`src/rtl/stage_memory_pkg.sv`:
```
// Shared memory-stage definitions: FSM states, exception codes, funct3 encodings,
// instruction-type codes (shared with the ROB), and address alignment helpers.
// Ports: none (package).
package mem_pkg;

    typedef enum logic [1:0] {
        ST_IDLE  = 2'd0,
        ST_REQ   = 2'd1,
        ST_WAIT  = 2'd2,
        ST_DRAIN = 2'd3
    } mem_state_e;

    localparam logic [2:0] EXC_NONE       = 3'd0;
    localparam logic [2:0] EXC_MISALIGNED = 3'd4;
    localparam logic [2:0] EXC_DTLB_MISS  = 3'd5;

    localparam logic [2:0] F3_LB  = 3'b000;
    localparam logic [2:0] F3_LH  = 3'b001;
    localparam logic [2:0] F3_LW  = 3'b010;
    localparam logic [2:0] F3_LBU = 3'b100;
    localparam logic [2:0] F3_LHU = 3'b101;
    localparam logic [2:0] F3_SB  = 3'b000;
    localparam logic [2:0] F3_SH  = 3'b001;
    localparam logic [2:0] F3_SW  = 3'b010;

    // funct3[1:0] carries the access size for both loads and stores
    localparam logic [1:0] SZ_BYTE = 2'b00;
    localparam logic [1:0] SZ_HALF = 2'b01;
    localparam logic [1:0] SZ_WORD = 2'b10;

    localparam logic [2:0] ITYPE_ALU    = 3'd0;
    localparam logic [2:0] ITYPE_LOAD   = 3'd1;
    localparam logic [2:0] ITYPE_STORE  = 3'd2;
    localparam logic [2:0] ITYPE_BRANCH = 3'd3;

    // Clear the address bits below the access size.
    function automatic logic [31:0] align_addr(input logic [2:0] f3, input logic [31:0] a);
        logic [31:0] r;
        r = a;
        if (f3[1:0] == SZ_HALF) begin
            r[0] = 1'b0;
        end else if (f3[1:0] == SZ_WORD) begin
            r[1:0] = 2'b00;
        end
        return r;
    endfunction

    function automatic logic is_misaligned(input logic [2:0] f3, input logic [1:0] lo);
        return ((f3[1:0] == SZ_HALF) && lo[0]) || ((f3[1:0] == SZ_WORD) && (lo != 2'b00));
    endfunction

endpackage

```
`src/rtl/mem_align.sv`:
```
// Combinational lane logic: byte enables and store-lane replication for the request,
// load-lane extraction with sign/zero extension for the response. No state, zero latency.
// Ports: req_funct3/req_offset/req_data -> req_byte_en/req_wdata; ld_funct3/ld_offset/ld_rdata -> ld_data.
module mem_align
    import mem_pkg::*;
(
    input  logic [2:0]  req_funct3,
    input  logic [1:0]  req_offset,
    input  logic [31:0] req_data,
    output logic [3:0]  req_byte_en,
    output logic [31:0] req_wdata,
    input  logic [2:0]  ld_funct3,
    input  logic [1:0]  ld_offset,
    input  logic [31:0] ld_rdata,
    output logic [31:0] ld_data
);

    logic [31:0] ld_shifted;

    always_comb begin
        req_byte_en = 4'b0000;
        req_wdata   = req_data;
        case (req_funct3[1:0])
            SZ_BYTE: begin
                req_byte_en = 4'b0001 << req_offset;
                req_wdata   = {4{req_data[7:0]}};
            end
            SZ_HALF: begin
                req_byte_en = 4'b0011 << {req_offset[1], 1'b0};
                req_wdata   = {2{req_data[15:0]}};
            end
            SZ_WORD: begin
                req_byte_en = 4'b1111;
            end
            default: begin
                req_byte_en = 4'b0000;
            end
        endcase
    end

    // Bring the addressed lane down to bit 0 before extending.
    assign ld_shifted = ld_rdata >> {ld_offset, 3'b000};

    always_comb begin
        ld_data = ld_rdata;
        case (ld_funct3)
            F3_LB:   ld_data = {{24{ld_shifted[7]}}, ld_shifted[7:0]};
            F3_LH:   ld_data = {{16{ld_shifted[15]}}, ld_shifted[15:0]};
            F3_LW:   ld_data = ld_rdata;
            F3_LBU:  ld_data = {24'd0, ld_shifted[7:0]};
            F3_LHU:  ld_data = {16'd0, ld_shifted[15:0]};
            default: ld_data = ld_rdata;
        endcase
    end

endmodule

```
`src/rtl/stage_memory.sv`:
```
// Pipeline memory stage: DTLB translation, byte-enabled data-cache requests, load extension,
// ROB completion and memory exceptions; stalls upstream while a cache access is outstanding.
// Ports: clk/reset; in_* EX/MEM fields + DTLB result; out_dc_*/in_dc_* cache; out_stall; out_* MEM/WB.
// Optional MEM_MISALIGN_CHECK_EN: misaligned half/word raise EXC_MISALIGNED instead of being aligned down.
module stage_memory
    import mem_pkg::*;
(
    input  logic        clk,
    input  logic        reset,
    input  logic        in_valid,
    input  logic        in_flush,
    input  logic [31:0] in_alu_out,
    input  logic [31:0] in_mem_in_data,
    input  logic [2:0]  in_funct3,
    input  logic        in_mem_read,
    input  logic        in_mem_write,
    input  logic        in_mem_to_reg,
    input  logic        in_write_enable,
    input  logic [4:0]  in_rd,
    input  logic [2:0]  in_instr_type,
    input  logic [2:0]  in_exception_vector,
    input  logic [3:0]  in_complete_idx,
    input  logic        in_supervisor_mode,
    input  logic        in_dtlb_hit,
    input  logic [31:0] in_dtlb_paddr,
    output logic        out_dc_req,
    output logic        out_dc_write,
    output logic [31:0] out_dc_addr,
    output logic [31:0] out_dc_wdata,
    output logic [3:0]  out_dc_byte_en,
    input  logic        in_dc_ready,
    input  logic        in_dc_rvalid,
    input  logic [31:0] in_dc_rdata,
    output logic        out_stall,
    output logic        out_valid,
    output logic [4:0]  out_rd,
    output logic [31:0] out_alu_out,
    output logic [31:0] out_mem_data,
    output logic        out_mem_to_reg,
    output logic        out_write_enable,
    output logic [2:0]  out_exception_vector,
    output logic        out_complete,
    output logic [3:0]  out_complete_idx
);

    mem_state_e  state_q, state_d;

    // Outstanding request
    logic [31:0] addr_q;
    logic [31:0] wdata_q;
    logic [3:0]  be_q;
    logic        write_q;
    logic [2:0]  funct3_q;

    // MEM/WB entry
    logic        valid_q, valid_d;
    logic [4:0]  rd_q;
    logic [31:0] alu_q;
    logic [31:0] mem_data_q;
    logic        m2r_q;
    logic        we_q;
    logic [2:0]  exc_q, exc_d;
    logic [3:0]  idx_q;
    logic [2:0]  itype_q;

    logic        accept, is_mem, tlb_miss, misaligned, go_mem, st_done, ld_done;
    logic [31:0] paddr_raw, paddr;
    logic [3:0]  req_be;
    logic [31:0] req_wdata, ld_data;

    assign accept    = (state_q == ST_IDLE) && in_valid && !in_flush;
    assign is_mem    = in_mem_read || in_mem_write;
    assign paddr_raw = in_supervisor_mode ? in_alu_out : in_dtlb_paddr;
    assign paddr     = align_addr(in_funct3, paddr_raw);
    assign tlb_miss  = !in_supervisor_mode && !in_dtlb_hit;

`ifdef MEM_MISALIGN_CHECK_EN
    assign misaligned = is_misaligned(in_funct3, paddr_raw[1:0]);
`else
    assign misaligned = 1'b0;
`endif

    // Upstream exceptions take precedence; otherwise misalignment before translation fault.
    always_comb begin
        exc_d = EXC_NONE;
        if (in_exception_vector != EXC_NONE) begin
            exc_d = in_exception_vector;
        end else if (is_mem && misaligned) begin
            exc_d = EXC_MISALIGNED;
        end else if (is_mem && tlb_miss) begin
            exc_d = EXC_DTLB_MISS;
        end
    end

    assign go_mem  = accept && is_mem && (exc_d == EXC_NONE);
    assign st_done = (state_q == ST_REQ) && in_dc_ready && !in_flush && write_q;
    assign ld_done = (state_q == ST_WAIT) && in_dc_rvalid && !in_flush;
    assign valid_d = (accept && !go_mem) || st_done || ld_done;

    always_comb begin
        state_d = state_q;
        case (state_q)
            ST_IDLE: begin
                if (go_mem) state_d = ST_REQ;
            end
            ST_REQ: begin
                if (in_flush) begin
                    state_d = ST_IDLE;
                end else if (in_dc_ready) begin
                    state_d = write_q ? ST_IDLE : ST_WAIT;
                end
            end
            ST_WAIT: begin
                // Flush coinciding with the response consumes it; no need to drain.
                if (in_dc_rvalid) begin
                    state_d = ST_IDLE;
                end else if (in_flush) begin
                    state_d = ST_DRAIN;
                end
            end
            ST_DRAIN: begin
                if (in_dc_rvalid) state_d = ST_IDLE;
            end
            default: state_d = ST_IDLE;
        endcase
    end

    mem_align u_align (
        .req_funct3  (in_funct3),
        .req_offset  (paddr[1:0]),
        .req_data    (in_mem_in_data),
        .req_byte_en (req_be),
        .req_wdata   (req_wdata),
        .ld_funct3   (funct3_q),
        .ld_offset   (addr_q[1:0]),
        .ld_rdata    (in_dc_rdata),
        .ld_data     (ld_data)
    );

    always_ff @(posedge clk) begin
        if (reset) begin
            state_q    <= ST_IDLE;
            addr_q     <= '0;
            wdata_q    <= '0;
            be_q       <= '0;
            write_q    <= 1'b0;
            funct3_q   <= '0;
            valid_q    <= 1'b0;
            rd_q       <= '0;
            alu_q      <= '0;
            mem_data_q <= '0;
            m2r_q      <= 1'b0;
            we_q       <= 1'b0;
            exc_q      <= EXC_NONE;
            idx_q      <= '0;
            itype_q    <= '0;
        end else begin
            state_q <= state_d;
            valid_q <= valid_d;
            if (accept) begin
                rd_q       <= in_rd;
                alu_q      <= in_alu_out;
                mem_data_q <= '0;
                m2r_q      <= in_mem_to_reg;
                we_q       <= in_write_enable;
                exc_q      <= exc_d;
                idx_q      <= in_complete_idx;
                itype_q    <= in_instr_type;
            end
            if (go_mem) begin
                addr_q   <= paddr;
                wdata_q  <= req_wdata;
                be_q     <= req_be;
                write_q  <= in_mem_write;
                funct3_q <= in_funct3;
            end
            if (ld_done) begin
                mem_data_q <= ld_data;
            end
        end
    end

    assign out_stall            = (state_q != ST_IDLE);
    assign out_dc_req           = (state_q == ST_REQ);
    assign out_dc_write         = (state_q == ST_REQ) && write_q;
    assign out_dc_addr          = addr_q;
    assign out_dc_wdata         = wdata_q;
    assign out_dc_byte_en       = be_q;
    assign out_valid            = valid_q;
    assign out_rd               = rd_q;
    assign out_alu_out          = alu_q;
    assign out_mem_data         = mem_data_q;
    assign out_mem_to_reg       = m2r_q;
    assign out_write_enable     = we_q;
    assign out_exception_vector = exc_q;
    assign out_complete         = valid_q && ((itype_q == ITYPE_LOAD) || (itype_q == ITYPE_STORE));
    assign out_complete_idx     = idx_q;

endmodule

```
`config.mk`:
```
export PLATFORM = sky130hd
export DESIGN_NAME = stage_memory
export DESIGN_NICKNAME = d
export VERILOG_FILES = /design/src/rtl/stage_memory_pkg.sv /design/src/rtl/mem_align.sv /design/src/rtl/stage_memory.sv
export SDC_FILE = /design/constraint.sdc
export NUM_CORES = 1
export LEC_CHECK = 0
export BUFFER_PORTS_ARGS = -buffer_cell sky130_fd_sc_hd__buf_2
export CORE_AREA = 5 5 139 141
export CTS_CLUSTER_DIAMETER = 80
export DETAILED_ROUTE_END_ITERATION = 12
export DIE_AREA = 0 0 144 146
export GPL_TIMING_DRIVEN = 0
export PLACE_DENSITY_LB_ADDON = 0.05
export SLEW_MARGIN = 10
export SYNTH_ARGS = -nofsm -noshare
export SYNTH_HDL_FRONTEND = slang
export SYNTH_HIERARCHICAL = 1
export SYNTH_SLANG_ARGS = --single-unit
```
`constraint.sdc`:
```
create_clock -name clk -period 2.2 [get_ports clk]
set_input_delay 0.11 -clock clk [delete_from_list [all_inputs] [get_ports clk]]
set_output_delay 0.11 -clock clk [all_outputs]
set_load 0.005 [all_outputs]
```
# Yosys cells after proc, flatten, opt, wreduce, memory -nomap -nowiden
# Index checks and enable logic that the tools add are counted.
# word_totals
ff_bits,156
in_bits,158
out_inout_bits,151
word_cells,81
# op_classes
n_eq_ne,14
n_shift,3
muxes,19
reduce_logical,30
# op_table
cell,n
32-bit case mux with 4 select lines,1
32-bit two-way mux,3
32-bit case mux with 2 select lines,1
32-bit by 5-bit >> shifter with 16-bit output,1
2-bit two-way mux,8
1-bit logical AND,14
4-bit case mux with 3 select lines,1
2-bit case mux with 4 select lines,1
2-bit == test (second input constant),3
3-bit by 1-bit == test with 1-bit output (second input constant),2
3-bit == test (second input constant),2
3-bit zero test,2
3-bit two-way mux,2
2-bit by 1-bit == test with 1-bit output (second input constant),2
1-bit zero test,4
2-bit zero test,2
1-bit logical OR,4
2-bit inequality test (second input constant),2
4-bit AND reduction,1
2-bit nonzero test,2
1-bit by 2-bit left shift with 4-bit output (first input constant),1
2-bit by 2-bit left shift with 4-bit output (first input constant),1
3-bit by 2-bit == test with 1-bit output (second input constant),1
3-bit by 2-bit inequality test with 1-bit output (second input constant),1
3 further kinds,4

# Logic depth before layout (Yosys ltp)
# logic_depth
ltp_word,11
ltp_mapped,8
depth_no_buf,7

# Cells and area by module
# The synthesis kept the hierarchy.
# modules_own_cells
module,instances,cells_each,area_each_um2,seq_area_each_um2
stage_memory,1,745,6732.7,3123.0
mem_align,1,173,1159.9,0.0

# Least setup slack after synthesis
# No wires, ideal clock.
# synth_timing
path_kind,flip-flop to flip-flop
start,register state_q[1]
end,register addr_q[10] (netlist: out_dc_addr[10])
setup_ns,0.121
arrival_ns,2.162
t_required_ns,2.079
slack_ns,-0.084
path_stages_with_launch,8
n_path_buf,4
synth_period_minus_slack_ns,2.284
path_cell_list,dfxtp_1 > buf_6 > or4b_1 > buf_2 > or4_4 > buf_6 > buf_6 > mux2_4
# synth_between
elab_chain_len,5
# synth_rtl
element,line,source
from (decl),stage_memory.sv:46,"mem_state_e state_q, state_d;"
from (signal assigned),stage_memory.sv:158,state_q <= state_d;
2-bit zero test,stage_memory.sv:71,assign accept = (state_q == ST_IDLE) && in_valid && !in_flush;
1-bit logical AND (2 in a row),stage_memory.sv:71,
1-bit logical AND (2 in a row),stage_memory.sv:95,assign go_mem = accept && is_mem && (exc_d == EXC_NONE);
to (signal assigned),stage_memory.sv:171,addr_q <= paddr;
to (decl),stage_memory.sv:49,logic [31:0] addr_q;
# Every way passes these cells.
# A chain may end at the register's enable or synchronous reset.

# Worst setup path after layout
# layout_timing
start,register state_q[1]
end,register addr_q[4] (netlist: out_dc_addr[4])
# The elaborated chain is that of the path after synthesis.

==> results by stage <==
Power and ir drop:
- The worst IR drop on VDD is between 0.5 and 0.6 mV.
- The power per standard cell area is 631 nW/um^2.
- Summed over all cells, the static leakage comes to approximately 0.0049 uW.

Yosys:
- Yosys printed 6 warnings.
- After synthesis, the share of cell area in mux cells is 0.202.
- The number of distinct library cells after synthesis is 52.
- The post-synthesis area per instance is 8.60 um^2.
- The dominant combinational cell family by area after synthesis is simple AND/OR/NAND/NOR gates.
- The top cell type by total area after synthesis is sky130_fd_sc_hd__dfxtp_1.
- The share of the synthesized netlist area taken by xor and xnor gates is 0.00222.
- The simple-gate share of the synthesized area is 0.230.
- Among all flip-flop cells after synthesis, the most frequent one is sky130_fd_sc_hd__dfxtp_1.
- Of the total synthesized cell area, the portion taken by full adders, half adders and majority gates is 0.
- The synthesized design contains 0 enable-type register cells.
- The most frequently used cell type in the post-synthesis netlist is sky130_fd_sc_hd__nand2_1.
- By area the synthesized netlist is led by sky130_fd_sc_hd__dfxtp_1 40%, sky130_fd_sc_hd__mux2i_1 11%, sky130_fd_sc_hd__nand2_1 8.0%.
- The fraction of registers with async set or reset after synthesis is 0.
- Counting instances in the post-synthesis netlist gives the leading cell types as 168 x sky130_fd_sc_hd__nand2_1, 156 x sky130_fd_sc_hd__dfxtp_1, 86 x sky130_fd_sc_hd__a21oi_1.
- The portion of the post-synthesis area used by sequential elements is 0.396.
- The synthesized-area fraction occupied by ao, oa, aoi and oai cells is 0.115.
- The share of the synthesized area in the top cell type is 0.396.
- Synthesis produced a netlist whose cell count is between 900 and 1000.
- The number of register bits inferred by synthesis is 156.
- When the netlist entered floorplanning its net count stood at between 1000 and 1500.
- The synthesized netlist occupies a cell area of a little under 8000 um^2.

GRT:
- Entering global routing, the biggest net connects 17 pins.
- The global-route congestion overflow total is 0.
- The via count of the first global-routing pass is between 7000 and 8000.
- The first global-routing pass estimated about 40000 um of wire.
- The overall track demand over capacity in global routing is 0.242.
- The initial antenna violation count is 3.

Setup path:
- The slowest cell on the critical path is sky130_fd_sc_hd__or4b_4.
- The worst setup path is of the reg2reg kind.
- For the worst setup path, the data arrival time is between 2 and 2.5 ns.
- The worst setup path is launched from a register.
- STA classifies the critical path endpoint as a register.
- The critical path goes through buf_6 > or4b_4 > or4_4 > buf_8 > mux2_4.
- Data on the critical path is required at its endpoint by roughly 2.5 ns.
- On the worst path, the slowest cell contributes a delay of 0.57 ns.
- The critical-path maximum fanout is 10.

Floorplanning:
- The core area is roughly 18000 um^2.
- The effective utilization at floorplan is 0.442.
- In this run the core area contains 49 standard-cell rows.
- The total die area is approximately 21000 um^2.
- The vertical die dimension is between 100 and 150 um.
- The x dimension of the die is 144 um.
- The number of placed I/O pins is a little over 300.

Layout:
- In the final layout, the multi-input gates occupy around 4400 um^2.
- The fraction of layout cells with a size suffix above 1 is 0.326.
- The final core utilization is 0.613.
- The register area is roughly 3100 um^2.
- The layout filler cell count is around 1600.
- Relative to the synthesized area, the layout overhead comes to 38.5%.
- Summing all non-filler instances in the final layout gives an area of approximately 11000 um^2.
- The final net count is between 1000 and 1500.

Timing:
- For the pin with the worst max-slew slack, the measured transition is ~0.9 ns.
- The final clock skew is 0.00727 ns.
- The smallest hold slack is 0.0369 ns.
- Based on the critical path, the design can be clocked at up to ~460 MHz.
- Subtracting the final worst setup slack from the clock period gives roughly 2.2 ns.
- Measured against its own limit, the worst slew margin works out to 0.396.
- The number of setup violations in the final report is 0.
- The final count of hold timing violations is 0.
- The count of pins over their slew limit was 0.
- Dividing the final minimum period by the clock period gives 0.988.

CTS:
- The total number of clock tree sinks is between 150 and 200.
- Clock-pin slew was measured on the worst setup and hold paths at around 0.060 ns.
- TritonCTS built the clock tree.
- The source-to-sink clock delay at the later pin of the worst-skew pair is around 0.42 ns.
- The clock root buffer is sky130_fd_sc_hd__clkbuf_16.
- Buffers inserted during clock tree synthesis total 17.
- The H-tree was split into 4 levels.
- The maximum number of buffers from clock root to sink is 2.

Placement:
- Port buffering added 305 buffers.
- The estimated wirelength of the detail-placed design is roughly 20000 um.
- Routability-driven placement finished with a final weighted congestion of 0.897.
- In this run the cell area measured after placement is between 9000 and 10000 um^2.

Drt:
- After detailed routing, the number of vias per cell comes to a little over 5.
- The first-iteration detailed-routing DRC count is 365.
- In the routed design, unresolved DRC markers number 0.
- In the final routed layout, each cell accounts on average for around 17 um.
- The total number of vias is roughly 7700.
- The pre-antenna-repair detailed-routing pass consisted of 5 iterations.
- The detail route stage leaves a number of antenna-violating nets equal to 0.
- The routed design has roughly 26000 um of wire.

Outcome:
- The run finished with clean final reports.

Worst hold path:
- The class of the most critical hold timing path is in2reg.

Flow run:
- Across the run, the number of max-cap violations was 0.
-- stage by stage --
step                      setup slack, ns  cells  power, uW   TNS, ns
final                              0.0254   1539       6900         0
after global routing             -0.00243   1538       7170  -0.00608
after CTS                        -0.00670   1536       6970  -0.00670
after detailed placement           -0.404   1452       3740    -26.43
after global placement             -0.333   1452       3740    -18.06
after floorplan                    0.0216    918       3380         0
-- per-layer routing --
metal	GRT usage	share of wire
met1	0.304	0.42
met2	0.409	0.49
met3	0.0585	0.079
met4	0.0683	0.017
met5	0	0.00050
-- where the power goes --
group	total (uW)	switching (uW)	internal, uW
Combinational	848	438	409
Sequential	2910	26.0	2880
Clock	3140	1180	1960
-- critical path, delay by kind of cell, from the launching register on --
| family | cells | cell delay, ns |
|---|---|---|
| multiplexers | 1 | 0.30 |
| flip-flops | 1 | 0.31 |
| buffers and inverters | 2 | 0.33 |
| AND/OR/NAND/NOR | 2 | 1.12 |
-- timing repair --
item | 4_1_cts | 5_1_grt
buffers inserted | 2 | 1
endpoints found under the setup margin | 112 | 45
hold buffers | 51 | 0
endpoints found under the hold margin | 51 | 0
gates cloned | 0 | 1
gates resized for setup | 7 | 1
pin swaps | 1 | 0
-- placed cells by master, fill, tap and decap left out, types with 2 or more instances in the layout --
master and instances:
sky130_fd_sc_hd__buf_4 16, sky130_fd_sc_hd__o21ai_1 10, sky130_fd_sc_hd__nor2b_1 37, sky130_fd_sc_hd__buf_1 6, sky130_fd_sc_hd__or3_1 2, sky130_fd_sc_hd__mux2_2 25
sky130_fd_sc_hd__buf_8 2, sky130_fd_sc_hd__clkinv_4 3, sky130_fd_sc_hd__buf_2 308, sky130_fd_sc_hd__clkbuf_16 18, sky130_fd_sc_hd__a22oi_1 7, sky130_fd_sc_hd__diode_2 3
sky130_fd_sc_hd__nand3_1 32, sky130_fd_sc_hd__o31ai_1 8, sky130_fd_sc_hd__nand2b_1 81, sky130_fd_sc_hd__or2_2 2, sky130_fd_sc_hd__a31oi_1 3, sky130_fd_sc_hd__mux2i_1 83
sky130_fd_sc_hd__buf_6 3, sky130_fd_sc_hd__clkbuf_1 56, sky130_fd_sc_hd__nor2_1 39, sky130_fd_sc_hd__nor3_1 2, sky130_fd_sc_hd__clkbuf_8 2, sky130_fd_sc_hd__bufinv_16 4
sky130_fd_sc_hd__nand3b_1 2, sky130_fd_sc_hd__mux2_4 30, sky130_fd_sc_hd__dlygate4sd3_1 51, sky130_fd_sc_hd__inv_1 6, sky130_fd_sc_hd__clkinv_2 2, sky130_fd_sc_hd__dfxtp_1 156
sky130_fd_sc_hd__a221oi_1 5, sky130_fd_sc_hd__a211oi_1 3, sky130_fd_sc_hd__nand2_1 168, sky130_fd_sc_hd__a21oi_1 86, sky130_fd_sc_hd__o21ai_0 22
-- logic make-up after synthesis --
| group | after synthesis |
|---|---|
| DFF | 156 |
| and+or+nand+nor | 375 |
| xor gates and xnor gates | 2 |
| AOI/OAI and AO/OA | 155 |
| buffers and inverters | 90 |
| muxes | 140 |
-- path summary, 6_finish.rpt --
| path | from | to | slack, ns | cells after the start |
|---|---|---|---|---|
| max reg2reg | state_q[1] | out_dc_addr[4] | 0.03 | 5 |
| max | state_q[1] | out_dc_addr[4] | 0.03 | 5 |
| min | in_funct3[1] | funct3_q[1] | 0.04 | 3 |
| min reg2reg | out_alu_out[21] | out_alu_out[21] | 0.45 | 2 |
-- cell type report --
type,instances,area share
clock inverters,10,0.0150
repair buffers,360,0.191
clock buffers,22,0.0425
inverters,6,0.00206
flip-flops and latches,156,0.286
diodes,3,0.000687
multi-input cells,672,0.399
plain buffers,81,0.0382
well taps,229,0.0262
Power figures use the tool's default switching activity.
